**src/rtl/accum_sequencer.sv**
```systemverilog
// Job sequencer: loads N words into a shared array, starts an external prefix-sum
// engine on it, then streams the in-place results back out in address order.
module accum_sequencer #(
  parameter int N       = 1000,
  parameter int TIMEOUT = 65535
) (
  input  logic        clk,
  input  logic        rst,
  input  logic        in_valid,
  output logic        in_ready,
  input  logic [63:0] in_data,
  input  logic [63:0] seed,
  output logic        out_valid,
  input  logic        out_ready,
  output logic [63:0] out_data,
  output logic        controlArr,
  output logic        controlArrWEnable_a,
  output logic [9:0]  controlArrAddr_a,
  output logic [63:0] controlArrWData_a,
  input  logic [63:0] controlArrRData_a,
  output logic        r_enable,
  output logic [63:0] init_i,
  output logic [63:0] init_acc,
  input  logic        w_enable,
  output logic        busy,
  output logic        timeout_err,
  output logic [2:0]  state_dbg
);
  // Handshakes: a word transfers on a rising edge where valid && ready are both 1;
  // valid never depends on ready, and out_valid/out_data hold until the transfer.
  localparam int WDW = $clog2(TIMEOUT + 1);
  localparam logic [9:0]     LAST    = 10'(N - 1);
  localparam logic [WDW-1:0] WD_LAST = WDW'(TIMEOUT - 1);

  typedef enum logic [2:0] {
    S_IDLE, S_LOAD, S_START, S_RUN, S_RADDR, S_RWAIT, S_OUT
  } state_t;

  state_t         state, state_n;
  logic [9:0]     wcnt, rcnt;
  logic [WDW-1:0] wdog;
  logic [63:0]    seed_q, out_q;
  logic           tmo_q, ready_en;
  logic           accept, last_w, last_r, wd_done;

  // ready_en keeps in_ready low until the first edge after reset is released.
  assign in_ready = ready_en && (state == S_IDLE || state == S_LOAD);
  assign accept   = in_valid && in_ready;
  assign last_w   = (wcnt == LAST);
  assign last_r   = (rcnt == LAST);
  assign wd_done  = (wdog == WD_LAST);

  assign controlArrWEnable_a = accept;
  assign controlArrWData_a   = accept ? in_data : '0;
  assign init_i              = '0;
  assign init_acc            = seed_q;
  assign out_data            = out_q;
  assign timeout_err         = tmo_q;
  assign state_dbg           = state;

  always_comb begin
    state_n          = state;
    r_enable         = 1'b0;
    out_valid        = 1'b0;
    controlArr       = 1'b1;
    busy             = 1'b1;
    controlArrAddr_a = '0;
    case (state)
      S_IDLE: begin
        busy             = 1'b0;
        controlArrAddr_a = wcnt;
        if (accept) state_n = last_w ? S_START : S_LOAD;
      end
      S_LOAD: begin
        controlArrAddr_a = wcnt;
        if (accept && last_w) state_n = S_START;
      end
      S_START: begin
        controlArr = 1'b0;
        r_enable   = 1'b1;
        state_n    = S_RUN;
      end
      S_RUN: begin
        controlArr = 1'b0;
        if (w_enable)     state_n = S_RADDR;
        else if (wd_done) state_n = S_IDLE;
      end
      S_RADDR: begin
        controlArrAddr_a = rcnt;
        state_n          = S_RWAIT;
      end
      S_RWAIT: begin
        controlArrAddr_a = rcnt;
        state_n          = S_OUT;
      end
      S_OUT: begin
        controlArrAddr_a = rcnt;
        out_valid        = 1'b1;
        if (out_ready) state_n = last_r ? S_IDLE : S_RADDR;
      end
      default: state_n = S_IDLE;
    endcase
  end

  always_ff @(posedge clk) begin
    if (rst) begin
      state    <= S_IDLE;
      wcnt     <= '0;
      rcnt     <= '0;
      wdog     <= '0;
      seed_q   <= '0;
      out_q    <= '0;
      tmo_q    <= 1'b0;
      ready_en <= 1'b0;
    end else begin
      state    <= state_n;
      ready_en <= 1'b1;
      case (state)
        S_IDLE, S_LOAD: begin
          if (accept) begin
            if (state == S_IDLE) begin
              seed_q <= seed;
              tmo_q  <= 1'b0;
            end
            // Counter returns to 0 on the last word so it never reaches N.
            wcnt <= last_w ? '0 : wcnt + 10'd1;
          end
        end
        S_START: begin
          wdog <= '0;
          rcnt <= '0;
        end
        S_RUN: begin
          if (w_enable)     rcnt  <= '0;
          else if (wd_done) tmo_q <= 1'b1;
          else              wdog  <= wdog + WDW'(1);
        end
        S_RWAIT: out_q <= controlArrRData_a;
        S_OUT: begin
          if (out_ready) rcnt <= last_r ? '0 : rcnt + 10'd1;
        end
        default: ;
      endcase
    end
  end
endmodule

```
**config.mk**
```make
export PLATFORM = sky130hd
export DESIGN_NAME = accum_sequencer
export DESIGN_NICKNAME = d
export VERILOG_FILES = /design/src/rtl/accum_sequencer.sv
export SDC_FILE = /design/constraint.sdc
export NUM_CORES = 1
export LEC_CHECK = 0
export ABC_AREA = 1
export CAP_MARGIN = 20
export CORE_AREA = 2 2 186 188
export CTS_BUF_LIST = sky130_fd_sc_hd__clkbuf_16
export CTS_CLUSTER_DIAMETER = 150
export DETAILED_ROUTE_END_ITERATION = 6
export DIE_AREA = 0 0 188 190
export GPL_ROUTABILITY_DRIVEN = 1
export PLACE_DENSITY_LB_ADDON = 0.12
export SLEW_MARGIN = 0
export SYNTH_ARGS = -nofsm -noshare
export SYNTH_HDL_FRONTEND = slang
export SYNTH_SLANG_ARGS = --single-unit
```
**constraint.sdc**
```tcl
create_clock -name clk -period 3.7 [get_ports clk]
set_clock_uncertainty 0.2 [all_clocks]
set_input_delay 0.74 -clock clk [delete_from_list [all_inputs] [get_ports clk]]
set_output_delay 0.74 -clock clk [all_outputs]
set_load 0.05 [all_outputs]
```
==> Yosys cells after proc, flatten, opt, wreduce, memory -nomap -nowiden <==
Cells that the tools add are included.
{ "totals": {"in_bits": 197, "latchBits": 0, "mem_bits_ro": 0, "memories": 0, "ramBits": 0, "elab_cells": 75, "out_inout_bits": 276, "register_bits": 169} }
{ "classes": {"shift": 0, "n_reduce_logical": 17, "n_bitwise": 0, "n_addsub": 3, "muxes": 28, "order_cmp": 0, "n_eq_ne": 19, "multipliers": 0, "n_div": 0} }
{ "ops": {"columns": ["operator", "count"], "rows": [
  ["$mux W64", 1],
  ["$mux W10", 4],
  ["$mux W16", 2],
  ["$pmux W16 S2", 1],
  ["$pmux W10 S3", 1],
  ["$pmux W3 S7", 1],
  ["$add A10 B1 Y10 const B", 2],
  ["$eq A10 B10 Y1 const B", 2],
  ["$pmux W10 S2", 1],
  ["$mux W3", 6],
  ["$add A16 B1 Y16 const B", 1],
  ["$eq A16 B16 Y1 const B", 1],
  ["$ne A2 B2 Y1 const B", 6],
  ["$eq A3 B3 Y1 const B", 3],
  ["$mux W1", 9],
  ["$reduce_and A3 Y1", 3],
  ["$eq A3 B2 Y1 const B", 2],
  ["$ne A2 B1 Y1 const B", 3],
  ["$reduce_and A5 Y1", 1],
  ["$reduce_and A4 Y1", 1],
  ["$reduce_bool A2 Y1", 2],
  ["$reduce_or A2 Y1", 2],
  ["$eq A3 B1 Y1 const B", 1],
  ["$logic_and A1 B1 Y1", 3],
  ["other kinds (8)", 8]
]} }

==> Depth between registers and ports, before layout <==
Gate-level depths: netlist of run 1.
{ "logic_depth": {"depth_word": 7, "ltp_mapped": 11, "mapped_depth_nobuf": 11} }

==> Worst setup path after synthesis of run 1 <==
OpenSTA, ideal clock, no wires.
{ "synth_timing": {"kind": "reg-to-output", "startpoint": "reg state[2], in the netlist state_dbg[2]", "endpoint": "out controlArrWData_a[33]", "arrival_time_ns": 2.524, "stages_incl_launch_ff": 9, "required_ns": 2.760, "path_slack_ns": 0.236, "path_cell_list": "dfxtp_1 buf_4 nor2_4 nand2_1 inv_1 nand2_2 buf_2 buf_2 nor2_1"} }
{ "synth_between": {"elab_chain_len": 5} }
{ "synth_rtl": {"columns": ["item", "line_no", "text"], "rows": [
  ["start, declared", "39", "state_t state, state_n;"],
  ["start signal, assigned", "116", "state <= state_n;"],
  ["$eq A3 B1 Y1 / $logic_not A3 Y1 (equally long branches)", "47", "assign in_ready = ready_en && (state == S_IDLE || state == S_LOAD);"],
  ["$logic_or A1 B1 Y1 (*)", "47", null],
  ["$logic_and A1 B1 Y1 (*)", "47", null],
  ["net in_ready", "10", "output logic in_ready,"],
  ["$logic_and A1 B1 Y1 (*)", "48", "assign accept = in_valid && in_ready;"],
  ["$mux W64 (*)", "54", "assign controlArrWData_a = accept ? in_data : '0;"],
  ["end, declared", "19", "output logic [63:0] controlArrWData_a,"]
]} }
The timed path passes the listed nets; every way through them passes the cells marked *.

==> Worst setup path after layout of run 1 <==
{ "layout_timing": {"startpoint": "reg state[2], in the netlist state_dbg[2]", "endpoint": "out controlArrAddr_a[4]"} }
{ "layout_between": {"elab_chain_len": 3} }
{ "layout_rtl": {"columns": ["item", "line_no", "text"], "rows": [
  ["$eq A3 B3 Y1, or another cell as far along", "68", "case (state)"],
  ["$reduce_or A3 Y1 (no line) / $reduce_or A2 Y1 (equally long branches)", null, null],
  ["$pmux W10 S2 (*)", "68", null],
  ["end, declared", "18", "output logic [9:0] controlArrAddr_a,"]
]} }
Mark *: on every way between the ends. The rest lies on a longest branch, timed or not.

==> impl_metrics.toml, run 1 <==
[run_status]
status = "finished, final reports clean"

[synth]
muxShareOfSynthArea_pct = 0
yosysUniqueCellTypes = 40
synth-xor-area-share_pct = 1.07
synth_area_um2 = 8190
synth_adder_area_share_pct = 0.611
synth-simple-area-share_pct = 23.1
async_reset_ff_share_pct = 0
synth_top_family_by_area = "simple AND/OR/NAND/NOR gates"
synthFlopType = "dfxtp_1"
yosys_warnings = 0
synth_cells = 1170
ys_seq_elements = 169
synth_edf_count = 0
syn_area_per_cell_um2 = 7.00
ys_seq_area_share_pct = 41.3
synth_compound_area_share_pct = 15.9

[final_layout]
seq_area_um2 = 3380
final_layout_size_suffix_gt1_share_pct = 9.04
final_cell_mix = "clkdlybuf4s50_1 (342), inv_1 (178), dfxtp_1 (169)"
antennaDiodeCount = 0
nFillCells = 3502
layout_commonest_cell = "clkdlybuf4s50_1"
layout.nets = 1747
syn_to_final_growth_pct = 67.0
multi_input_area_um2 = 3590

[placement]
port_buffers = 408
gp_congestion = 0.827
hpwl_um = 21800

[sta]
tns_ps = 0
final-hold-violation-count = 0
setup_viol = 0
slew_violations = 0
rsz0062_at_grt = "false"
fin_crit_sh_pct = 93.6
fmax_ghz = 0.289
period_minus_slack_ps = 3460
worst_pin_slew_ps = 919
slew_headroom_pct = 38.7
whs_ps = 243

[grt]
use_met3_pct = 6.27
grt_pass1_vias = 7799
top_usage_layer = "met2"
track_usage_pct = 15.9
grt_first_pass_wirelength_um = 44800
met1_usage_pct = 19.1
grt.met2_usage_pct = 26.2
antenna_found_initial = 0
overflow = 0
grt_max_degree = 82

[die]
core_area_um2 = 33900
die_w_um = 188
io_pins = 473
die-area_um2 = 35700
die_y_um = 190
rows = 68
initial_core_util_pct = 24.1

[clocking]
numClockSinks = 169
post_cts_buffers = 0
tritoncts = "done"
insertion_delay_ps = 430
h-tree-depth = 4
root_buffer = "clkbuf_16"
clkTransAtPathRegs_ps = 70
numCtsBuffers = 17
cts_buffer_depth = 2
cts_resized = 0
ctsHoldBuffers = 0

[setup_path]
end_kind = "output port"
required_ps = 2760
crit_path_start_kind = "flip-flop"
reg2reg_from = "state_dbg[2]"
path_max_fanout = 7
crit_type = "flip-flop to output port"
startpoint = "state_dbg[2]"
worst_ep_arrival_time_ps = 2520

[hold_path]
hold_start = "out_data[44]"
hold_path.class = "flip-flop to flip-flop"

[power_and_ir_drop]
leakage_uw = 0.00524
powerDensity_nw_per_um2 = 528
vdd_ir_drop_max_mv = 0.302

[drt]
vias = 8376
drc = 0
firstDrtPassIters = 4
drtIter0Drc = 322
wl_um = 29300
drtAntennaViolNets = 0
via_per_inst = 4.16
wl_per_cell_um = 14.5

[job]
drv_cap = 0
## worst max-delay path: stages (launching register included)
cell	delay (ps)
dfxtp_1	540
buf_4	240
nand2_1	160
o21ai_0	290
clkdlybuf4s50_1	870
## through the flow
step | utilization, % | std cells | worst slack, ps | power [uW] | cell area (um2)
5_1_grt | 40.3 | 2014 | 122 | 7580 | 13700
4_1_cts | 40.3 | 2014 | 197 | 7330 | 13700
3_3_place_gp | 38.6 | 1982 | 699 | 5480 | 13100
3_5_place_dp | 38.6 | 1982 | 668 | 5490 | 13100
2_1_floorplan | - | 1233 | 236 | 4300 | 8430
6_report | 40.3 | 2014 | 236 | 7220 | 13700
## power by group
| group | switching [uW] | internal (uW) |
|---|---|---|
| Combinational | 2160 | 1060 |
| Sequential | 151 | 2040 |
| Clock | 805 | 996 |
## registers in the layout, indices dropped and copies added, names as in the netlist
register	flops
wcnt	10
out_data	64
state_dbg	3
rcnt	10
wdog	16
ready_en	1
timeout_err	1
init_acc	64
## cell families after synthesis
logic type | Yosys count
and+or+nand+nor | 429
buffers and inverters | 308
AOI/OAI and AO/OA | 249
DFF | 169
xor gates and xnor gates | 10
adders and majority gates | 4
other | 1
## final timing paths
check / end / slack (ps) / cells past startpoint
setup / recovery: controlArrAddr_a[4] / 240 / 4
setup reg to reg: init_acc[25] / 1240 / 8
hold reg to reg: out_data[44] / 240 / 2
hold / removal: out_data[44] / 240 / 2
## final cells by class
cell class,instances,share of cell area [%]
Sequential cell,169,24.7
Timing Repair Buffer,420,35.5
Clock inverter,15,1.12
Clock buffer,17,3.11
Multi-Input combinational cell,756,26.3
Tap cell,455,4.16
Inverter,182,5.05
## layer usage
metal / wire [um] / vias to the layer above
met4: 447 / 0
met2: 13900 / 261
met1: 12500 / 3779
met5: 0 / -
li1: - / 4311
met3: 2520 / 25
## cell usage after synthesis, types with 5 or more instances
master	instances	area (um2)
nand4_1	6	37.5
o22ai_1	6	37.5
o21ai_0	74	370
xor2_1	6	52.6
nand3_1	94	470
dfxtp_1	169	3380
inv_1	178	668
nor2_1	134	503
nand2_1	169	634
a21oi_1	154	771
buf_2	23	115
clkbuf_1	25	93.8
nor3_1	5	25.0
nand2_2	6	37.5
buf_4	74	556
nor2_4	5	56.3
nand2_4	5	56.3
Note: power is estimated with default switching activity, not from simulation.
==> run 2: changes to the inputs <==
--- a/config.mk
+++ b/config.mk
@@ -13,6 +13,7 @@
 export DETAILED_ROUTE_END_ITERATION = 6
 export DIE_AREA = 0 0 188 190
 export GPL_ROUTABILITY_DRIVEN = 1
+export HOLD_SLACK_MARGIN = 0.12
 export PLACE_DENSITY_LB_ADDON = 0.12
 export SLEW_MARGIN = 0
 export SYNTH_ARGS = -nofsm -noshare
==> results of run 2 <==
Same layout as run 1: the final DEF is identical, and so are final timing and power.
